## config.mk

```make
export PLATFORM = sky130hd
export DESIGN_NAME = pc_call_stack_unit_flat
export DESIGN_NICKNAME = d
export VERILOG_FILES = /design/src/rtl/pc_call_stack_unit_pkg.sv /design/src/rtl/pc_call_stack_unit_if.sv /design/src/rtl/pc_call_stack_unit_ret_stack.sv /design/src/rtl/pc_call_stack_unit.sv /design/src/flat_wrapper.sv
export SDC_FILE = /design/constraint.sdc
export NUM_CORES = 1
export LEC_CHECK = 0
export ABC_AREA = 1
export CAP_MARGIN = 10
export CORE_ASPECT_RATIO = 1.2
export CORE_MARGIN = 2
export CORE_UTILIZATION = 45
export CTS_CLUSTER_SIZE = 10
export DETAILED_ROUTE_END_ITERATION = 10
export PLACE_DENSITY_LB_ADDON = 0.08
export SKIP_CTS_REPAIR_TIMING = 1
export SLEW_MARGIN = 10
export SYNTH_ARGS = -nofsm -noshare
export SYNTH_HDL_FRONTEND = slang
export SYNTH_SLANG_ARGS = --single-unit
export TNS_END_PERCENT = 50
```

## constraint.sdc

```tcl
create_clock -name clk -period 4.4 [get_ports clk]
set_input_delay 0.88 -clock clk [delete_from_list [all_inputs] [get_ports clk]]
set_output_delay 0.88 -clock clk [all_outputs]
set_load 0.02 [all_outputs]
```

## src/rtl/pc_call_stack_unit_pkg.sv

```systemverilog
// Shared defaults and the next-PC source selector for the PC / call-stack unit.
package pc_pkg;

  localparam int unsigned ADDR_W_DEF    = 19;
  localparam int unsigned RESET_VEC_DEF = 0;

  typedef enum logic [1:0] {
    SRC_SEQ,
    SRC_TGT,
    SRC_POP,
    SRC_HOLD
  } pc_src_e;

endpackage

```

## src/rtl/pc_call_stack_unit_if.sv

```systemverilog
// Decoder-side control and status bundle of the PC / call-stack unit.
interface pc_call_stack_unit_if #(
  parameter int unsigned ADDR_W      = 19,
  parameter int unsigned STACK_DEPTH = 16
);
  localparam int unsigned DW = $clog2(STACK_DEPTH + 1);

  logic              stall;
  logic [ADDR_W-1:0] pc_in;
  logic [ADDR_W-1:0] target;
  logic              branch;
  logic              jump;
  logic              call;
  logic              ret;
  logic              clr_err;
  logic [ADDR_W-1:0] pc_out;
  logic [DW-1:0]     depth;
  logic              stk_full;
  logic              stk_empty;
  logic              ovf_err;
  logic              udf_err;

  modport master (
    output stall, pc_in, target, branch, jump, call, ret, clr_err,
    input  pc_out, depth, stk_full, stk_empty, ovf_err, udf_err
  );

  modport slave (
    input  stall, pc_in, target, branch, jump, call, ret, clr_err,
    output pc_out, depth, stk_full, stk_empty, ovf_err, udf_err
  );

endinterface

```

## src/rtl/pc_call_stack_unit_ret_stack.sv

```systemverilog
// Bounded LIFO of return addresses; push when full and pop when empty are dropped.
module pc_ret_stack #(
  parameter int unsigned ADDR_W      = 19,
  parameter int unsigned STACK_DEPTH = 16
) (
  input  logic                               clk,
  input  logic                               reset,
  input  logic                               push_i,
  input  logic                               pop_i,
  input  logic [ADDR_W-1:0]                  data_i,
  output logic [ADDR_W-1:0]                  top_o,
  output logic [$clog2(STACK_DEPTH+1)-1:0]   depth_o,
  output logic                               full_o,
  output logic                               empty_o
);
  localparam int unsigned DW = $clog2(STACK_DEPTH + 1);
  localparam int unsigned IW = $clog2(STACK_DEPTH);

  logic [ADDR_W-1:0] mem_q [STACK_DEPTH];
  logic [DW-1:0]     depth_q, depth_d;
  logic [DW-1:0]     top_idx;
  logic              do_push, do_pop;

  assign full_o  = (depth_q == DW'(STACK_DEPTH));
  assign empty_o = (depth_q == '0);
  assign do_push = push_i & ~full_o;
  assign do_pop  = pop_i & ~empty_o;
  assign depth_o = depth_q;

  always_comb begin
    depth_d = depth_q;
    if (do_pop)
      depth_d = depth_q - DW'(1);
    else if (do_push)
      depth_d = depth_q + DW'(1);
  end

  always_ff @(posedge clk) begin
    if (reset)
      depth_q <= '0;
    else
      depth_q <= depth_d;
  end

  // Entries are not cleared on reset; depth alone defines what is reachable.
  always_ff @(posedge clk) begin
    if (do_push)
      mem_q[depth_q[IW-1:0]] <= data_i;
  end

  assign top_idx = depth_q - DW'(1);
  assign top_o   = mem_q[top_idx[IW-1:0]];

endmodule

```

## src/rtl/pc_call_stack_unit.sv

```systemverilog
// Program-counter unit: priority next-PC select, return-address stack, sticky error flags.
module pc_call_stack_unit
  import pc_pkg::*;
#(
  parameter int unsigned       ADDR_W      = ADDR_W_DEF,
  parameter int unsigned       STACK_DEPTH = 16,
  parameter logic [ADDR_W-1:0] RESET_VEC   = ADDR_W'(RESET_VEC_DEF)
) (
  input  logic                  clk,
  input  logic                  reset,
  pc_call_stack_unit_if.slave   bus
);
  localparam int unsigned DW = $clog2(STACK_DEPTH + 1);

  pc_src_e           src;
  logic [ADDR_W-1:0] pc_q, pc_d, ret_addr, stk_top;
  logic              ovf_q, ovf_d, udf_q, udf_d;
  logic              push, pop, ovf_set, udf_set;
  logic [DW-1:0]     stk_depth;
  logic              stk_full, stk_empty;

  assign ret_addr = pc_q + ADDR_W'(1);

  pc_ret_stack #(
    .ADDR_W      (ADDR_W),
    .STACK_DEPTH (STACK_DEPTH)
  ) u_stack (
    .clk     (clk),
    .reset   (reset),
    .push_i  (push),
    .pop_i   (pop),
    .data_i  (ret_addr),
    .top_o   (stk_top),
    .depth_o (stk_depth),
    .full_o  (stk_full),
    .empty_o (stk_empty)
  );

  // One-hot priority ret > call > branch > jump > sequential; stall freezes everything.
  always_comb begin
    src     = SRC_SEQ;
    push    = 1'b0;
    pop     = 1'b0;
    ovf_set = 1'b0;
    udf_set = 1'b0;
    if (bus.stall) begin
      src = SRC_HOLD;
    end else if (bus.ret) begin
      if (stk_empty) begin
        src     = SRC_HOLD;
        udf_set = 1'b1;
      end else begin
        src = SRC_POP;
        pop = 1'b1;
      end
    end else if (bus.call) begin
      if (stk_full) begin
        src     = SRC_HOLD;
        ovf_set = 1'b1;
      end else begin
        src  = SRC_TGT;
        push = 1'b1;
      end
    end else if (bus.branch || bus.jump) begin
      src = SRC_TGT;
    end
  end

  always_comb begin
    pc_d = pc_q;
    case (src)
      SRC_SEQ:  pc_d = bus.pc_in;
      SRC_TGT:  pc_d = bus.target;
      SRC_POP:  pc_d = stk_top;
      SRC_HOLD: pc_d = pc_q;
      default:  pc_d = pc_q;
    endcase
  end

  always_comb begin
    ovf_d = ovf_q;
    udf_d = udf_q;
    if (!bus.stall) begin
      ovf_d = (ovf_q & ~bus.clr_err) | ovf_set;
      udf_d = (udf_q & ~bus.clr_err) | udf_set;
    end
  end

  always_ff @(posedge clk) begin
    if (reset) begin
      pc_q  <= RESET_VEC;
      ovf_q <= 1'b0;
      udf_q <= 1'b0;
    end else begin
      pc_q  <= pc_d;
      ovf_q <= ovf_d;
      udf_q <= udf_d;
    end
  end

  assign bus.pc_out    = pc_q;
  assign bus.depth     = stk_depth;
  assign bus.stk_full  = stk_full;
  assign bus.stk_empty = stk_empty;
  assign bus.ovf_err   = ovf_q;
  assign bus.udf_err   = udf_q;

endmodule

```

## src/flat_wrapper.sv

```systemverilog
// flat-port wrapper written by rule: the top's interface ports become plain ports
module pc_call_stack_unit_flat import pc_pkg::*;
#(
  parameter int unsigned       ADDR_W      = ADDR_W_DEF,
  parameter int unsigned       STACK_DEPTH = 16,
  parameter logic [ADDR_W-1:0] RESET_VEC   = ADDR_W'(RESET_VEC_DEF)
)
  (clk, reset, bus_stall, bus_pc_in, bus_target, bus_branch, bus_jump, bus_call, bus_ret, bus_clr_err, bus_pc_out, bus_depth, bus_stk_full, bus_stk_empty, bus_ovf_err, bus_udf_err);
  pc_call_stack_unit_if #(.ADDR_W(ADDR_W), .STACK_DEPTH(STACK_DEPTH)) bus_i ();
  input  logic clk;
  input  logic reset;
  input wire logic [$bits(bus_i.stall)-1:0] bus_stall;
  input wire logic [$bits(bus_i.pc_in)-1:0] bus_pc_in;
  input wire logic [$bits(bus_i.target)-1:0] bus_target;
  input wire logic [$bits(bus_i.branch)-1:0] bus_branch;
  input wire logic [$bits(bus_i.jump)-1:0] bus_jump;
  input wire logic [$bits(bus_i.call)-1:0] bus_call;
  input wire logic [$bits(bus_i.ret)-1:0] bus_ret;
  input wire logic [$bits(bus_i.clr_err)-1:0] bus_clr_err;
  output wire logic [$bits(bus_i.pc_out)-1:0] bus_pc_out;
  output wire logic [$bits(bus_i.depth)-1:0] bus_depth;
  output wire logic [$bits(bus_i.stk_full)-1:0] bus_stk_full;
  output wire logic [$bits(bus_i.stk_empty)-1:0] bus_stk_empty;
  output wire logic [$bits(bus_i.ovf_err)-1:0] bus_ovf_err;
  output wire logic [$bits(bus_i.udf_err)-1:0] bus_udf_err;
  assign bus_i.stall = bus_stall;
  assign bus_i.pc_in = bus_pc_in;
  assign bus_i.target = bus_target;
  assign bus_i.branch = bus_branch;
  assign bus_i.jump = bus_jump;
  assign bus_i.call = bus_call;
  assign bus_i.ret = bus_ret;
  assign bus_i.clr_err = bus_clr_err;
  assign bus_pc_out = bus_i.pc_out;
  assign bus_depth = bus_i.depth;
  assign bus_stk_full = bus_i.stk_full;
  assign bus_stk_empty = bus_i.stk_empty;
  assign bus_ovf_err = bus_i.ovf_err;
  assign bus_udf_err = bus_i.udf_err;
  pc_call_stack_unit #(.ADDR_W(ADDR_W), .STACK_DEPTH(STACK_DEPTH), .RESET_VEC(RESET_VEC)) u_core (.clk(clk), .reset(reset), .bus(bus_i));
endmodule
```

==> out/metrics.yaml <==
floorplan:
  fp.coreArea_um2: 30570
  design.die.area_um2: 32550
  rows: 70
  die_x_um: 165.0
  boundaryPins: 74
  initial_utilization: 0.4581
  die_h_um: 197.2
cts:
  cts-root-buf: "clkbuf_16"
  clkSinkCount: 330
  ctsLongestPathBuffers: 3
  cts_buffers: 39
  clk_pin_slew_worst_paths_ns: 0.06
  clk_latency_ns: 0.55
  cts_tree: "built"
  htreeDepth: 2
power:
  total_leakage_power_nw: 5.976
  p_switching_mw: 2.389
  combPwrFrac: 0.196
  sw_frac_of_total: 0.2938
  p_clk_frac: 0.354
  ir_drop_v: 0.0003329
  power.density_nw_per_um2: 495.7
  finalPower_mw: 8.130
  p_int_mw: 5.741
  seqPwrFrac: 0.450
routing:
  wl_per_cell_um: 22.67
  drc_errors: 0
  drt.antenna.violating_nets: 0
  dr.first_iter.drc_count: 849
  num_vias: 9667
  vias_per_cell: 5.471
  finalWirelength_mm: 40.06
  first_pass_iters: 5
sta:
  period_needed_ns: 3.466
  hold_viol_final: 0
  period_share: 0.7877
  worstMarginPinSlew_ns: 1.058
  hold_slack_ns: 0.5317
  slew_headroom: 0.2926
  fmax_mhz: 288.5
  tns_ns: 0
  grt_setup_unrepaired: "false"
  clock_skew_ns: 0.02073
  finalMaxSlewViolations: 0
  setup_slack_ns: 0.9342
  setup_violations: 0
placement:
  placedInstanceArea_um2: 15280
  pre_cts_ws_ns: 0.7777
  dp.cells: 1703
  dpl.hpwl_mm: 23.66
  gp_congestion: 0.8123
  port_buffers: 73
layout:
  stdcell_count: 1767
  fin_nets: 1403
  drive_above_1_share: 0.1036
  syn2layout_area_growth_pct: 17.14
  fin_util: 0.5366
  diodes: 0
  postLayoutCellArea_um2: 16400
critical_path:
  required_ns: 3.52
  critPathBufInv: 2
  rrSetupSlack_ns: 1.26
  critPathSlowestCell: "dfxtp_4"
  crit_fanout: 114
  ff2ff_path_depth: 10
  worstSetupPathType: "register to output port"
  cp_slowest_stage_delay_ns: 0.73
  crit_chain: "buf_12 > clkdlybuf4s50_1"
  cp-end-kind: "output port"
  startpoint_type: "register"
  cp.arrival_ns: 2.59
  cpLargestDelayFamily: "buffers and inverters"
  worstReg2RegStart: "u_core.u_stack.depth_o[0]"
  reg2reg_to: "u_core.bus.pc_out[8]"
global_route:
  grt_pass1_vias: 9497
  grt_util_all_layers: 0.2522
  antenna_found_initial: 0
  grt_pass1_wl_mm: 59.71
  gr-total-overflow: 0
  grt_start_max_net_pins: 156
worst_hold_path:
  min_to: "u_core.bus.udf_err"
  hold_path.class: "register to register"
  min_from: "u_core.bus.udf_err"
  whs_path_depth: 2
synthesis:
  netlist_instances: 1263
  ys.flop_type: "edfxtp_1"
  synth_area_leaders: "edfxtp_1 65%, nand3_1 11%, nand2_1 9.9%"
  synth.avg_cell_area_um2: 11.09
  syn_nets: 1318
  synth_top_area_share: 0.6519
  synthDistinctLibCells: 31
  ys_warn_count: 0
  syn-cell-area_um2: 14000
  yosysSeqAreaShare: 0.6891
  synth_edf_count: 304
  synth_top_area_cell: "edfxtp_1"
  ys_seq_elements: 330
  async_flop_share: 0
job:
  maxCapViolCount: 0
run_status:
  outcome: "finished, final reports clean"
## power groups by stage
stage / clock, mW / sequential [mW] / combinational, mW
floorplan: 0 / 3.72 / 0.998
global placement: 0 / 3.73 / 1.60
detailed placement: 0 / 3.72 / 1.60
CTS: 2.93 / 3.66 / 1.61
global route: 3.05 / 3.67 / 1.75
finish: 2.88 / 3.66 / 1.59
## registers in the layout (all words and copies together), names as in the netlist
| register | count |
|---|---|
| u_core.u_stack.depth_o | 5 |
| u_core.bus.pc_out | 19 |
| u_core.bus.ovf_err | 1 |
| u_core.bus.udf_err | 1 |
| u_core.u_stack.mem_q | 304 |
## synth_stat cells, types with 2 or more instances
library cell	instances
nand2_1	369
buf_6	5
nor2_1	29
xor2_1	14
edfxtp_1	304
clkbuf_1	21
nand3_1	295
dfxtp_1	26
buf_4	10
nand2_2	2
inv_2	5
inv_1	26
buf_2	40
or2_2	19
ha_1	9
xnor2_1	4
a21oi_1	42
o21ai_1	2
o21ai_0	24
nor3_1	5
nand4_1	2
## layout make-up
type / count / area (um2)
Inverter: 33 / 128.9
Timing Repair Buffer: 120 / 1121
Multi-Input combinational cell: 824 / 3892
Tap cell: 396 / 495.5
Clock inverter: 4 / 36.28
Clock buffer: 60 / 1076
Sequential cell: 330 / 9653
Fill cell: 2684 / 14160
## worst min-delay path, stage by stage, from the launching register on
cell and delay (ns):
dfxtp_1 0.35, nand2_1 0.08, a21oi_1 0.06
## kinds of logic (layout without fill, tap and decap cells)
group	Yosys count	in the layout	share of synthesized area
simple gates	725	725	0.2270
flops	330	330	0.6891
buf+inv	109	217	0.03833
compound gates	72	72	0.02627
xor+xnor	18	18	0.01126
fa+ha+maj	9	9	0.008042
## placed cells by master, fill, tap and decap left out, drive strengths merged
cell	synthesis	layout
a211oi	1	1
a21oi	42	42
a22oi	1	1
a31oi	1	1
buf	55	47
clkbuf	21	60
clkdlybuf4s50	0	73
clkinv	1	3
clkinvlp	0	1
dfxtp	26	26
edfxtp	304	304
ha	9	9
inv	32	33
nand2	371	371
nand3	296	296
nand4	2	2
nor2	31	31
nor3	5	5
nor3b	1	1
o21ai	26	26
o22ai	1	1
or2	19	19
xnor2	4	4
xor2	14	14
## metal layers
metal  vias to the layer above  part of all wire  wire length, um  GRT usage
met5                         -                 0                0          0
met4                         0             0.035             1411    0.09887
met3                        76             0.049             1966    0.04073
met2                       290              0.49            19480     0.4042
met1                      4716              0.43            17200     0.3452
li1                       4585                 -                -          -
## worst max path at each step
stage                                    startpoint                         end  slack (ns)  depth (start not counted)
after CTS                 u_core.u_stack.depth_o[0]                bus_depth[0]        0.95                          2
after detailed placement                    bus_ret       u_core.bus.pc_out[14]        0.78                         13
after global routing      u_core.u_stack.depth_o[0]                bus_depth[0]        0.86                          2
after global placement                      bus_ret       u_core.bus.pc_out[14]        0.79                         13
final                     u_core.u_stack.depth_o[0]                bus_depth[0]        0.93                          2
after floorplan           u_core.u_stack.depth_o[0]  u_core.u_stack.mem_q[4][0]        1.18                          8
Power figures use the tool's default switching activity.
